**config.mk**
```make
export PLATFORM = sky130hd
export DESIGN_NAME = bsg_demux_one_hot_buffered
export DESIGN_NICKNAME = d
export VERILOG_FILES = /design/src/rtl/bsg_demux_one_hot_pkg.sv /design/src/rtl/bsg_demux_one_hot_buf2.sv /design/src/rtl/bsg_demux_one_hot_buffered.sv
export SDC_FILE = /design/constraint.sdc
export NUM_CORES = 1
export LEC_CHECK = 0
export BUFFER_PORTS_ARGS = -buffer_cell sky130_fd_sc_hd__buf_2
export CORE_UTILIZATION = 43
export DETAILED_ROUTE_END_ITERATION = 8
export GPL_TIMING_DRIVEN = 0
export PLACE_DENSITY = 0.74
export SKIP_CTS_REPAIR_TIMING = 1
export SLEW_MARGIN = 25
export SYNTH_ARGS = -nofsm -noshare
export SYNTH_HDL_FRONTEND = slang
export SYNTH_SLANG_ARGS = --single-unit
```
**constraint.sdc**
```tcl
create_clock -name clk_i -period 2.34 [get_ports clk_i]
set_clock_uncertainty 0.1 [all_clocks]
set_input_delay 0.351 -clock clk_i [delete_from_list [all_inputs] [get_ports clk_i]]
set_output_delay 0.351 -clock clk_i [all_outputs]
set_load 0.02 [all_outputs]
```
**src/rtl/bsg_demux_one_hot_pkg.sv**
```systemverilog
// rtl/bsg_demux_one_hot_pkg.sv - shared state encoding and select legality helper
package bsg_demux_one_hot_pkg;

    localparam int sel_max_width_lp = 64;

    typedef enum logic [1:0] {
        EMPTY = 2'b00,
        ONE   = 2'b01,
        TWO   = 2'b10
    } bsg_demux_buf_state_e;

    // Callers zero-extend their select to sel_max_width_lp bits.
    function automatic logic is_one_hot(input logic [sel_max_width_lp-1:0] sel);
        logic [6:0] cnt;
        cnt = '0;
        for (int i = 0; i < sel_max_width_lp; i++) begin
            cnt = cnt + 7'(sel[i]);
        end
        return cnt == 7'd1;
    endfunction

endpackage

```
**src/rtl/bsg_demux_one_hot_buf2.sv**
```systemverilog
// rtl/bsg_demux_one_hot_buf2.sv - two-entry data+select buffer with EMPTY/ONE/TWO FSM
module bsg_demux_one_hot_buf2
    import bsg_demux_one_hot_pkg::*;
#(
    parameter int width_p = 41,
    parameter int els_p   = 4
) (
    input  logic               clk_i,
    input  logic               reset_n_i,
    input  logic               enq_i,
    input  logic [width_p-1:0] data_i,
    input  logic [els_p-1:0]   sel_i,
    input  logic               deq_i,
    output logic               ready_o,
    output logic               head_v_o,
    output logic [width_p-1:0] head_data_o,
    output logic [els_p-1:0]   head_sel_o
);

    bsg_demux_buf_state_e state_r, state_n;
    logic [width_p-1:0]   data_r [2];
    logic [els_p-1:0]     sel_r  [2];
    logic                 wptr_r, rptr_r;
    logic                 enq_ok, deq_ok;

    assign enq_ok = enq_i & ready_o;
    assign deq_ok = deq_i & head_v_o;

    always_ff @(posedge clk_i or negedge reset_n_i) begin
        if (!reset_n_i) begin
            state_r <= EMPTY;
            wptr_r  <= 1'b0;
            rptr_r  <= 1'b0;
            for (int i = 0; i < 2; i++) begin
                data_r[i] <= '0;
                sel_r[i]  <= '0;
            end
        end else begin
            state_r <= state_n;
            if (enq_ok) begin
                data_r[wptr_r] <= data_i;
                sel_r[wptr_r]  <= sel_i;
                wptr_r         <= ~wptr_r;
            end
            if (deq_ok) begin
                rptr_r <= ~rptr_r;
            end
        end
    end

    // ready_o and head_v_o decode only the state register, never ready_i.
    always_comb begin
        state_n     = state_r;
        ready_o     = (state_r != TWO);
        head_v_o    = (state_r == ONE) || (state_r == TWO);
        head_data_o = data_r[rptr_r];
        head_sel_o  = sel_r[rptr_r];
        case (state_r)
            EMPTY: if (enq_ok) state_n = ONE;
            ONE: begin
                if (enq_ok && !deq_ok)      state_n = TWO;
                else if (!enq_ok && deq_ok) state_n = EMPTY;
            end
            TWO:     if (deq_ok) state_n = ONE;
            default: state_n = EMPTY;
        endcase
    end

endmodule

```
**src/rtl/bsg_demux_one_hot_buffered.sv**
```systemverilog
// rtl/bsg_demux_one_hot_buffered.sv - buffered one-hot demux; BSG_DEMUX_ONE_HOT_DROP_CNT_EN adds drop_count_o
module bsg_demux_one_hot_buffered
    import bsg_demux_one_hot_pkg::*;
#(
    parameter int width_p          = 41,
    parameter int els_p            = 4,
    parameter int drop_cnt_width_p = 8
) (
    input  logic                     clk_i,
    input  logic                     reset_n_i,
    input  logic                     v_i,
    input  logic [width_p-1:0]       data_i,
    input  logic [els_p-1:0]         sel_one_hot_i,
    output logic                     ready_o,
    output logic [els_p-1:0]         v_o,
    output logic [els_p*width_p-1:0] data_o,
    input  logic [els_p-1:0]         ready_i,
    output logic                     err_o
`ifdef BSG_DEMUX_ONE_HOT_DROP_CNT_EN
    ,
    output logic [drop_cnt_width_p-1:0] drop_count_o
`endif
);

    if (els_p < 1 || els_p > sel_max_width_lp || drop_cnt_width_p < 1) begin : g_bad_param
        $error("bsg_demux_one_hot_buffered: illegal parameterisation");
    end

    logic               sel_legal, accept, deq;
    logic               head_v;
    logic [width_p-1:0] head_data;
    logic [els_p-1:0]   head_sel;
    logic               err_r;

    assign sel_legal = is_one_hot(sel_max_width_lp'(sel_one_hot_i));
    assign accept    = v_i & ready_o;

    bsg_demux_one_hot_buf2 #(
        .width_p (width_p),
        .els_p   (els_p)
    ) buf2 (
        .clk_i       (clk_i),
        .reset_n_i   (reset_n_i),
        .enq_i       (accept & sel_legal),
        .data_i      (data_i),
        .sel_i       (sel_one_hot_i),
        .deq_i       (deq),
        .ready_o     (ready_o),
        .head_v_o    (head_v),
        .head_data_o (head_data),
        .head_sel_o  (head_sel)
    );

    // Unselected lanes are forced to zero so stale buffer contents never leak out.
    always_comb begin
        v_o    = '0;
        data_o = '0;
        for (int k = 0; k < els_p; k++) begin
            v_o[k] = head_v & head_sel[k];
            if (head_v && head_sel[k]) begin
                data_o[k*width_p +: width_p] = head_data;
            end
        end
    end

    assign deq = |(v_o & ready_i);

    always_ff @(posedge clk_i or negedge reset_n_i) begin
        if (!reset_n_i) err_r <= 1'b0;
        else            err_r <= accept & ~sel_legal;
    end

    assign err_o = err_r;

`ifdef BSG_DEMUX_ONE_HOT_DROP_CNT_EN
    logic [drop_cnt_width_p-1:0] drop_cnt_r;

    always_ff @(posedge clk_i or negedge reset_n_i) begin
        if (!reset_n_i) begin
            drop_cnt_r <= '0;
        end else if (accept && !sel_legal && drop_cnt_r != '1) begin
            drop_cnt_r <= drop_cnt_r + 1'b1;
        end
    end

    assign drop_count_o = drop_cnt_r;
`endif

endmodule

```
* Word-level counts from Yosys, hierarchy flattened *
Cells that the tools add are included.

storage, ports and cells
  logic and storage cells = 70
  bits in registers = 95
  bits of input ports = 52
  output and inout bits = 170

cells by class
  equality and inequality tests = 7
  reductions and logical operators = 13
  add/sub/neg operators = 3
  mux-type cells = 21
  bitwise gates (word level) = 15
  magnitude comparators = 3

operator list
  cell                  number
  $mux W41              8
  $bwmux W82            1
  $demux W41 S1         1
  $mux W4               4
  $and A1 B1 Y1         9
  $bwmux W8             1
  $mux W2               4
  $logic_and A1 B1 Y1   7
  $pmux W2 S3           1
  $add A3 B1 Y4         1
  $and A4 B4 Y4         1
  $demux W4 S1          1
  $eq A4 B1 Y1 const B  1
  $ge A2 B2 Y1 const B  2
  $ne A2 B1 Y1 const B  2
  $not A1 Y2            2
  $reduce_or A4 Y1      1
  $add A2 B1 Y3         1
  $ne A3 B3 Y1 const B  1
  $not A1 Y1            3
  $reduce_and A3 Y1     1
  $add A1 B1 Y2         1
  $eq A2 B1 Y1 const B  1
  $eq A2 B2 Y1 const B  1
  other kinds (5)       6

* Depth between registers and ports, before layout *
Gate-level depths: netlist of the first run.

  depth in word-level cells = 12
  gate-level depth with buffers = 12
  mapped depth without buffers = 12

* Modules after synthesis *
From an unflattened synthesis of the first run, not the netlist that was laid out.

second synthesis, totals
  cell total of the unflattened synthesis = 486
  area total of the unflattened synthesis = 5546.6 µm²

by module, submodules not included
  module                      sequential area each (µm²)  cells each  area each (µm²)  times used
  bsg_demux_one_hot_buf2      2352.3                      268         4191.5           1
  bsg_demux_one_hot_buffered  25.0                        218         1355.0           1

* Worst setup path after synthesis of the first run *
No wires, ideal clock.

  kind = input to register
  from = in sel_one_hot_i[0]
  to = reg buf2.data_r[41] in the netlist's numbering
  stages on the path = 10
  data required time = 2.115 ns
  path buffers = 1
  path slack = -0.599 ns
  arrival time = 2.714 ns
  library setup time = 0.125 ns
  path through = inv_1 > fa_1 > inv_1 > ha_1 > ha_1 > nor3b_1 > nand3_1 > nor2_2 > buf_6 > mux2_2

on the way
  cells in the longest elaborated chain, start to end = 6

ends and longest elaborated chain
  item                           line                              source
  start, declared                bsg_demux_one_hot_buffered.sv:13  input logic [els_p-1:0] sel_one_hot_i,
  $add A1 B1 Y2                  bsg_demux_one_hot_pkg.sv:17       cnt = cnt + 7'(sel[i]);
  $add A2 B1 Y3                  bsg_demux_one_hot_pkg.sv:17
  $add A3 B1 Y4                  bsg_demux_one_hot_pkg.sv:17
  $eq A4 B1 Y1                   bsg_demux_one_hot_pkg.sv:19       return cnt == 7'd1;
  $and A1 B1 Y1                  bsg_demux_one_hot_buffered.sv:44  .enq_i (accept & sel_legal),
  $and A1 B1 Y1                  bsg_demux_one_hot_buf2.sv:26      assign enq_ok = enq_i & ready_o;
  end signal, assigned by index  bsg_demux_one_hot_buf2.sv:41      data_r[wptr_r] <= data_i;
  end, declared                  bsg_demux_one_hot_buf2.sv:21      logic [width_p-1:0] data_r [2];

No other way between the ends.
A chain may end at the register's enable or synchronous reset.

* Worst setup path in the final report of the first run *
  from = reg buf2.state_r[0]
  to = reg buf2.state_r[1]

on the way
  cells in the longest elaborated chain, start to end = 10
  elaborated cells between the ends (all ways) = 25
  classes of those cells = 6 x eq/ne; 2 x mux; 9 x bitwise; 8 x reduce/logical

ends and longest elaborated chain
  item                                                        line                                                        source
  start, declared                                             bsg_demux_one_hot_buf2.sv:20                                bsg_demux_buf_state_e state_r, state_n;
  start signal, assigned                                      bsg_demux_one_hot_buf2.sv:39                                state_r <= state_n;
  $eq A2 B1 Y1 or $eq A2 B2 Y1 (tied branches)                bsg_demux_one_hot_buf2.sv:55, bsg_demux_one_hot_buf2.sv:58
  $logic_or A1 B1 Y1                                          bsg_demux_one_hot_buf2.sv:55                                head_v_o = (state_r == ONE) || (state_r == TWO);
  $and A1 B1 Y1                                               bsg_demux_one_hot_buffered.sv:59                            v_o[k] = head_v & head_sel[k];
  $and A4 B4 Y4                                               bsg_demux_one_hot_buffered.sv:66                            assign deq = |(v_o & ready_i);
  $reduce_or A4 Y1                                            bsg_demux_one_hot_buffered.sv:66
  $and A1 B1 Y1                                               bsg_demux_one_hot_buf2.sv:27                                assign deq_ok = deq_i & head_v_o;
  $logic_not A1 Y1                                            bsg_demux_one_hot_buf2.sv:61                                if (enq_ok && !deq_ok) state_n = TWO;
  $logic_and A1 B1 Y1                                         bsg_demux_one_hot_buf2.sv:61
  $ne A3 B3 Y1 (no line) or $mux W2 (tied branches)           -
  $reduce_and A3 Y1 (no line) or $pmux W2 S3 (tied branches)  -

Several ways; a longest one is shown, not always the timed one.

==> impl_metrics.yaml, run 1 <==
outcome:
  outcome: "complete, but fails checks"
  failed_checks: "negative setup slack"
sta:
  worst_pin_slew_ns: 0.4889
  period_needed_ns: 2.579
  rsz_0062_raised_after_global_routing: "yes"
  setup_tns_after_final_layout_ns: -26.48
  maxClockFrequency_ghz: 0.3878
  setup_viol: 245
  fin_hold_ws_ns: 0.1537
  fin_crit_sh: 1.102
  postLayoutSetupSlackWorst_ns: -0.2386
  slew_viol_final: 0
  hold_viol: 0
  maxSlewHeadroom: 0.6647
synth:
  syn_inst: 470
  post_synth_instance_area_mm2: 0.004954
  synth.yosys.warnings: 0
  flop_and_latch_count_out_of_synthesis: 95
  yosysSeqAreaShare: 0.4799
  syn-num-nets: 530
  synth.distinct_cells: 27
  syn-mean-instance-area_um2: 10.54
detailed_routing:
  route.detailed.drc: 0
  drt.antenna.violating_nets: 0
  drtIter0Drc: 149
  wl_mm: 13.93
  route.vias.total: 4303
  drt_pre_antenna_iters: 4
  post_drt_via_cell_ratio: 5.003
  post_drt_wl_per_cell_um: 16.20
power:
  p_leak_nw: 3.884
  peakVddDrop_mv: 0.9214
  cellPowerDensity_mw_per_mm2: 1629
  total_power_mw: 11.64
cts:
  clock_input_transition_at_the_sequential_cells_of_the_worst_setup_and_hold_paths_ns: 0.07
  clkSinkCount: 95
  clock_tree_buf_depth: 2
  cts_htree_levels: 3
  cts_root_buffer: "clkbuf_16"
  cts_made_buffers: 9
  cts_tree: "built"
  clk-insertion-delay-late_ns: 0.34
global_routing:
  track_usage: 0.2281
  antenna_violations_before_repair: 0
  grt_first_pass_wirelength_mm: 20.43
  grt_max_degree: 53
  gr-total-overflow: 0
  number_of_global_route_vias_before_repair: 4049
final_layout:
  fin_nets: 775
  layout.cells.non_filler: 860
  postLayoutCoreUtil: 0.6480
  drive_above_1_share: 0.5444
  finish.instance_area_mm2: 0.007148
  area.growth.synth_to_final_pct: 44.30
  diodes: 0
  layout_commonest_cell: "buf_2"
  final_cell_mix: "222 x buf_2, 165 x nor2_1, 94 x dfrtp_1"
die:
  initial_core_util: 0.4491
  num_rows: 38
  chipHeight_um: 109.3
  dieWidth_um: 109.3
  design.die.area_mm2: 0.01195
  io_pins: 222
  core_area_mm2: 0.01103
critical_path:
  worstPathRequired_ns: 2.50
  rr_worst_depth: 9
  end_kind: "register"
  cp_data_arrival_time_ns: 2.74
  worst-setup-path-type: "register to register"
  crit_path_max_fanout: 6
  worst_setup_path_start_kind: "register"
placement:
  place_area_mm2: 0.006489
  portBuffers: 221
  gp_congestion: 0.7928
  place_hpwl_mm: 9.912
  pre_cts_ws_ns: -0.8639
  post-place-cells: 832
worst_hold_path:
  hold_path_class: "primary input to register"
  min_delay_path_depth: 2
flow_run:
  max_cap_viol_count: 0
[per-layer routing]
metal | wire length [µm] | GRT usage | vias up
li1 | - | - | 2046
met1 | 5993 | 0.2769 | 2053
met2 | 6948 | 0.4164 | 189
met3 | 787 | 0.02786 | 15
met4 | 201 | 0.07905 | 0
met5 | 0 | 0 | -
[cells by family (layout without fill, tap and decap cells)]
kind of cell / after synthesis / in the layout / share of synthesized area
buf+inv: 44 / 294 / 0.04193
fa+ha+maj: 8 / 8 / 0.02172
compound gates: 7 / 7 / 0.01389
simple gates: 177 / 177 / 0.1382
mux: 137 / 137 / 0.3008
flops: 95 / 95 / 0.4799
xor+xnor: 2 / 2 / 0.003537
[flip-flops by register name (all words and copies together) (netlist names)]
register,count
err_o,1
buf2.state_r,2
buf2.data_r,82
buf2.rptr_r,1
buf2.wptr_r,1
buf2.sel_r,8
[Yosys cell counts]
library cell | number | area (µm²)
nor2_1 | 165 | 619.3
dfrtp_1 | 95 | 2377
mux2_2 | 90 | 1013
mux2i_1 | 45 | 450.4
clkbuf_1 | 22 | 82.58
inv_1 | 11 | 41.29
ha_1 | 7 | 87.58
buf_6 | 5 | 56.30
buf_2 | 4 | 20.02
nand2_1 | 4 | 15.01
nand2_2 | 3 | 18.77
inv_2 | 2 | 7.510
nand2b_1 | 2 | 12.51
xnor2_1 | 2 | 17.52
a21oi_1 | 1 | 5.000
a221oi_1 | 1 | 8.760
a221oi_4 | 1 | 26.28
a22o_1 | 1 | 8.760
a32oi_1 | 1 | 8.760
fa_1 | 1 | 20.02
mux2_1 | 1 | 11.26
mux2_4 | 1 | 15.01
nand3_1 | 1 | 5.000
nor2_2 | 1 | 6.260
nor3b_1 | 1 | 7.510
o21ai_1 | 1 | 5.000
o22ai_1 | 1 | 6.260
[path summary, 6_finish.rpt]
check | start | to | slack, ns
worst min-delay path | data_i[32] | buf2.data_r[73] | 0.15
max in group asynchronous | reset_n_i | buf2.data_r[15] | 1.15
worst max register to register | buf2.state_r[0] | buf2.state_r[1] | -0.24
worst min register to register | buf2.data_r[1] | buf2.data_r[1] | 0.40
worst max-delay path | buf2.state_r[0] | buf2.state_r[1] | -0.24
min in group asynchronous | reset_n_i | buf2.data_r[80] | 0.40
[report_power, final]
| group | internal (mW) | switching [mW] | total [mW] |
|---|---|---|---|
| registers | 2.46 | 0.443 | 2.91 |
| logic | 2.83 | 4.29 | 7.13 |
| clock network | 0.993 | 0.616 | 1.61 |
| total | 6.29 | 5.35 | 11.6 |
[area by class of cell]
| type | count | area [µm²] |
|---|---|---|
| fill | 894 | 3882 |
| multi-input combinational | 331 | 2610 |
| sequential | 95 | 2379 |
| timing repair buffer | 236 | 1353 |
| clock buffer | 11 | 252.7 |
| buffer | 29 | 237.7 |
| tap | 140 | 175.2 |
| clock inverter | 5 | 80.08 |
| inverter | 13 | 61.31 |
[critical path, stage by stage, from the launching register on]
cell and delay, ns:
dfrtp_2 0.44, inv_1 0.10, ha_2 0.35, nand2_4 0.17, inv_2 0.08, a221oi_4 0.40
ha_4 0.28, a22o_1 0.24, a21oi_2 0.13, mux2i_1 0.21
No activity file was read; power rests on OpenSTA's default activity.
==> run 2: changes to the inputs <==
--- a/config.mk
+++ b/config.mk
@@ -5,11 +5,13 @@
 export SDC_FILE = /design/constraint.sdc
 export NUM_CORES = 1
 export LEC_CHECK = 0
+export ABC_AREA = 1
 export BUFFER_PORTS_ARGS = -buffer_cell sky130_fd_sc_hd__buf_2
-export CORE_UTILIZATION = 43
+export CORE_UTILIZATION = 44
 export DETAILED_ROUTE_END_ITERATION = 8
 export GPL_TIMING_DRIVEN = 0
-export PLACE_DENSITY = 0.74
+export PLACE_DENSITY = 0.75
+export SETUP_SLACK_MARGIN = 0.2
 export SKIP_CTS_REPAIR_TIMING = 1
 export SLEW_MARGIN = 25
 export SYNTH_ARGS = -nofsm -noshare
==> impl_metrics.yaml, run 2 <==
cts:
  cts_tree: "built"
  clock_tree_buf_depth: 2
  clk-insertion-delay-late_ns: 0.34
  cts_htree_levels: 3
  cts_made_buffers: 9
  cts_root_buffer: "clkbuf_16"
  clock_input_transition_at_the_sequential_cells_of_the_worst_setup_and_hold_paths_ns: 0.07
  clkSinkCount: 95
critical_path:
  cpPeakStageDelay_ns: 0.58
  crit_chain: "buf_8 > inv_6 > fa_1 > inv_2 > ha_4 > ha_4 > nor3_4 > nand2_2 > clkinv_4 > ha_4 > a22oi_2 > nand2_1 > nand2_1 > nand2_1"
  critical_path_cell_count: 14
  cp_slowest_cell: "fa_1"
  worst_setup_path_start_kind: "primary input"
  worst_path_dominant_cell_family: "adder cells"
  end_kind: "register"
  worstPathBufferInverterCount: 4
  crit_path_max_fanout: 4
  cp_data_arrival_time_ns: 2.66
  worst-setup-path-type: "primary input to register"
  r2r-start: "buf2.state_r[0]"
  rr_worst_depth: 11
  worstPathRequired_ns: 2.47
  crit_start: "sel_one_hot_i[0]"
final_layout:
  max_reg_flops: 82
  fin_nets: 969
  diodes: 0
  top_registers: "buf2.data_r x82, buf2.sel_r x8, buf2.state_r x2"
  area.growth.synth_to_final_pct: 98.42
  top_register: "buf2.data_r"
  postLayoutCoreUtil: 0.8925
  layout_commonest_cell: "buf_6"
  drive_above_1_share: 0.6608
  final_cell_mix: "110 x buf_6, 95 x dfrtp_1, 77 x nor2_4"
power:
  p_leak_nw: 4.702
  power_frac_comb: 0.703
  power_switching_mw: 8.128
  power.share.clock: 0.087
  total_power_mw: 16.32
  internal_portion_of_total_power_mw: 8.188
  peakVddDrop_mv: 1.051
  netSwitchingFraction: 0.4982
  cellPowerDensity_mw_per_mm2: 1601
  power.share.sequential: 0.209
detailed_routing:
  met3_wirelength_mm: 2.007
  wl_mm: 24.73
  drtIter0Drc: 503
  drt.antenna.violating_nets: 0
  route.vias.total: 6119
  wirelength_met1_mm: 9.052
  drt_pre_antenna_iters: 5
  route.detailed.drc: 0
  dr.max_layer_used: "met4"
  post_drt_via_cell_ratio: 5.789
  post_drt_wl_per_cell_um: 23.40
  wl_met2_mm: 12.23
flow_run:
  max_cap_viol_count: 0
synth:
  synth.distinct_cells: 23
  post_synth_instance_area_mm2: 0.005136
  synth_edf_count: 0
  syn-mean-instance-area_um2: 8.088
  synth_top_cell_by_area: "dfrtp_1"
  postSynth.asyncResetShare: 1.000
  synth_common_cells: "167 x nor2_1, 117 x nand2_1, 95 x dfrtp_1, 62 x inv_1"
  netlist_top_cells_area: "dfrtp_1 46%, nor2_1 12%, nand2_1 8.6%, mux2i_1 8.0%, o21ai_2 7.7%"
  netlist.area_leader.share: 0.4629
  synth.yosys.warnings: 0
  yosysMostFrequentCell: "nor2_1"
  syn_inst: 635
  yosysSeqAreaShare: 0.4629
  synth-main-ff-cell: "dfrtp_1"
  syn-num-nets: 695
  flop_and_latch_count_out_of_synthesis: 95
sta:
  rsz_0062_raised_after_global_routing: "yes"
  maxClockFrequency_ghz: 0.3963
  fin_crit_sh: 1.078
  setup_viol: 220
  worst_pin_slew_ns: 0.5632
  hold_viol: 0
  period_needed_ns: 2.524
  fin_hold_ws_ns: 0.1579
  setup_tns_after_final_layout_ns: -13.76
  slew_viol_final: 0
  maxSlewHeadroom: 0.6171
  postLayoutSetupSlackWorst_ns: -0.1835
die:
  design.die.area_mm2: 0.01211
  io_pins: 222
  initial_core_util: 0.4498
  dieWidth_um: 110.0
  core_area_mm2: 0.01142
  num_rows: 39
  chipHeight_um: 110.0
worst_hold_path:
  min_delay_path_depth: 3
  hold_path_class: "primary input to register"
  holdCritStartpoint: "data_i[35]"
global_routing:
  grt_first_pass_wirelength_mm: 21.49
  grt_max_degree: 49
  gr-total-overflow: 0
  antenna_violations_before_repair: 0
  number_of_global_route_vias_before_repair: 4277
  track_usage: 0.2343
placement:
  portBuffers: 221
  place_hpwl_mm: 10.39
  gp_congestion: 0.8089
  pre_cts_ws_ns: -0.4947
outcome:
  outcome: "complete, but fails checks"
  failed_checks: "negative setup slack"
[run 2: power groups by stage]
stage	Clock (mW)	Sequential, mW	Combinational [mW]
finish	1.43	3.41	11.5
global route	1.48	3.48	11.9
CTS	1.39	2.88	5.78
detailed placement	0	2.90	5.76
global placement	0	2.87	5.68
floorplan	0	2.81	4.11
[run 2: final cells by class]
class	instances	area, µm²
clock inverter	5	41.29
fill	389	1227
inverter	63	274.0
timing repair buffer	260	2621
multi-input combinational	439	3829
tap	143	178.9
sequential	95	2377
clock buffer	11	232.7
buffer	41	636.9
[run 2: worst min-delay path, delay by kind of cell]
kind                   cells  cell delay (ns)
AO/OA/AOI/OAI              1             0.06
buffers and inverters      2             0.17
[run 2: cell families (layout without fill, tap and decap cells)]
kind of cell,after synthesis,after routing,share of synthesized area
fa+ha+maj,8,8,0.02095
buf+inv,104,380,0.09233
simple gates,295,298,0.2202
compound gates,91,91,0.1220
flops,95,95,0.4629
mux,41,41,0.07990
xor+xnor,1,1,0.001706
[run 2: per-layer routing]
layer  track usage  up-vias
li1              -     2558
met1        0.3186     2991
met2        0.3933      433
met3       0.03175      137
met5             0        -
met4       0.06286        0
[run 2: metrics by stage]
step	instance area [µm²]	std cells
floorplan	5364	635
global placement	6649	999
detailed placement	6683	1000
CTS	6957	1016
global route	10190	1057
finish	10190	1057
[run 2: worst paths after layout]
| kind | endpoint | slack [ns] |
|---|---|---|
| worst max-delay path | buf2.state_r[0] | -0.18 |
| max in group asynchronous | buf2.sel_r[6] | 1.13 |
| worst min-delay path | buf2.data_r[76] | 0.16 |
| worst min register to register | buf2.data_r[36] | 0.39 |
| worst max register to register | buf2.state_r[0] | -0.11 |
| min in group asynchronous | buf2.data_r[68] | 0.40 |
==> run 3: changes to the inputs <==
--- a/config.mk
+++ b/config.mk
@@ -7,11 +7,13 @@
 export LEC_CHECK = 0
 export ABC_AREA = 1
 export BUFFER_PORTS_ARGS = -buffer_cell sky130_fd_sc_hd__buf_2
+export CAP_MARGIN = 20
 export CORE_UTILIZATION = 44
 export DETAILED_ROUTE_END_ITERATION = 8
 export GPL_TIMING_DRIVEN = 0
 export PLACE_DENSITY = 0.75
-export SETUP_SLACK_MARGIN = 0.2
+export RECOVER_POWER = 25
+export SETUP_SLACK_MARGIN = 0.15
 export SKIP_CTS_REPAIR_TIMING = 1
 export SLEW_MARGIN = 25
 export SYNTH_ARGS = -nofsm -noshare
==> impl_metrics.yaml, run 3 (synthesized netlist as in run 2, its figures left out) <==
critical_path:
  worstPathRequired_ns: 1.89
  cp_data_arrival_time_ns: 2.11
  worst_setup_path_start_kind: "register"
  crit_path_max_fanout: 10
  end_kind: "primary output"
  cpPeakStageDelay_ns: 0.41
  crit_chain: "inv_2 > ha_4 > buf_12 > nand2_4 > buf_6 > nor2_1 > buf_4"
  worst-setup-path-type: "register to primary output"
  cp_slowest_cell: "dfrtp_1"
die:
  dieWidth_um: 110.0
  design.die.area_mm2: 0.01211
  core_area_mm2: 0.01142
  io_pins: 222
  chipHeight_um: 110.0
  num_rows: 39
  initial_core_util: 0.4498
power:
  peakVddDrop_mv: 1.019
  cellPowerDensity_mw_per_mm2: 1610
  p_leak_nw: 4.395
  total_power_mw: 15.11
final_layout:
  top_registers: "buf2.data_r x82, buf2.sel_r x8, buf2.state_r x2"
  max_reg_flops: 82
  fin_nets: 953
  layout.cells.non_filler: 1041
  final_cell_mix: "97 x buf_6, 95 x dfrtp_1, 77 x nor2_1"
  layout_commonest_cell: "buf_6"
  top_register: "buf2.data_r"
  area.growth.synth_to_final_pct: 82.75
  finish.instance_area_mm2: 0.009387
  nFillCells: 638
  sequential_cell_area_mm2: 0.002377
  multi_input_comb_area_mm2: 0.003540
  diodes: 0
  drive_above_1_share: 0.6058
detailed_routing:
  post_drt_wl_per_cell_um: 19.63
  post_drt_via_cell_ratio: 5.451
  wl_mm: 20.44
  route.vias.total: 5675
  route.detailed.drc: 0
  drt_pre_antenna_iters: 4
  drt.antenna.violating_nets: 0
  drtIter0Drc: 488
sta:
  worst_pin_slew_ns: 1.251
  fin_crit_sh: 1.094
  hold_viol: 0
  postLayoutSetupSlackWorst_ns: -0.2206
  slew_viol_final: 0
  maxSlewHeadroom: 0.1657
  period_needed_ns: 2.561
  rsz_0062_raised_after_global_routing: "yes"
  fin_hold_ws_ns: 0.1589
  maxClockFrequency_ghz: 0.3905
  setup_viol: 111
global_routing:
  number_of_global_route_vias_before_repair: 4277
  grt_first_pass_wirelength_mm: 21.49
  gr-total-overflow: 0
  grt_max_degree: 49
  track_usage: 0.2343
  antenna_violations_before_repair: 0
worst_hold_path:
  hold_path_class: "primary input to register"
cts:
  cts_htree_levels: 3
  clkSinkCount: 95
  cts_made_buffers: 9
  cts_tree: "built"
  cts_root_buffer: "clkbuf_16"
  clock_tree_buf_depth: 2
  clk-insertion-delay-late_ns: 0.34
  clock_input_transition_at_the_sequential_cells_of_the_worst_setup_and_hold_paths_ns: 0.07
placement:
  gp_congestion: 0.8089
  post-place-cells: 1000
  portBuffers: 221
  place_area_mm2: 0.006683
  place_hpwl_mm: 10.39
outcome:
  failed_checks: "negative setup slack"
  outcome: "complete, but fails checks"
flow_run:
  max_cap_viol_count: 0
-- run 3: worst paths after layout --
kind                                   end  slack (ns)  cells past startpoint            start
setup / recovery                data_o[14]       -0.22                      7  buf2.state_r[0]
hold / removal             buf2.data_r[77]        0.16                      3       data_i[36]
setup reg to reg           buf2.state_r[1]        0.17                     11  buf2.state_r[0]
hold reg to reg            buf2.data_r[78]        0.39                      2  buf2.data_r[78]
max in group asynchronous   buf2.data_r[2]        0.60                      3        reset_n_i
min in group asynchronous  buf2.data_r[68]        0.70                      2        reset_n_i
-- run 3: worst max-delay path, delay by kind of cell, from the launching register on --
family	cells	cell delay, ns
buffers and inverters	4	0.62
and+or+nand+nor	2	0.43
DFF	1	0.41
adders and majority gates	1	0.30
-- run 3: layout make-up --
type                       count  share of cell area
buffer                        41             0.05745
clock buffer                  11             0.02479
clock inverter                 5            0.004399
inverter                      63             0.02813
multi-input combinational    438              0.3771
sequential                    95              0.2533
tap                          143             0.01906
timing repair buffer         245              0.2358
-- run 3: per-stage QoR --
stage | setup slack [ns] | TNS (ns) | utilization
detailed placement | -0.4947 | -52.93 | 0.5853
floorplan | -0.09290 | -2.170 | -
CTS | -0.5689 | -81.84 | 0.6092
global route | -0.2572 | -14.64 | 0.8220
global placement | -0.4498 | -55.96 | 0.5823
finish | -0.2206 | -4.420 | 0.8220
-- run 3: where the power goes --
group	internal, mW	leakage, nW	total (mW)	switching [mW]
Sequential	2.42	1.19	3.23	0.805
Combinational	4.59	3.08	10.5	5.92
Clock	0.731	0.127	1.38	0.647
-- run 3: per-layer routing --
layer / GRT usage / wire, µm / part of all wire
met2: 0.3933 / 10430 / 0.51
met3: 0.03175 / 1370 / 0.067
met4: 0.06286 / 860 / 0.042
met1: 0.3186 / 7779 / 0.38
met5: 0 / 0 / 0
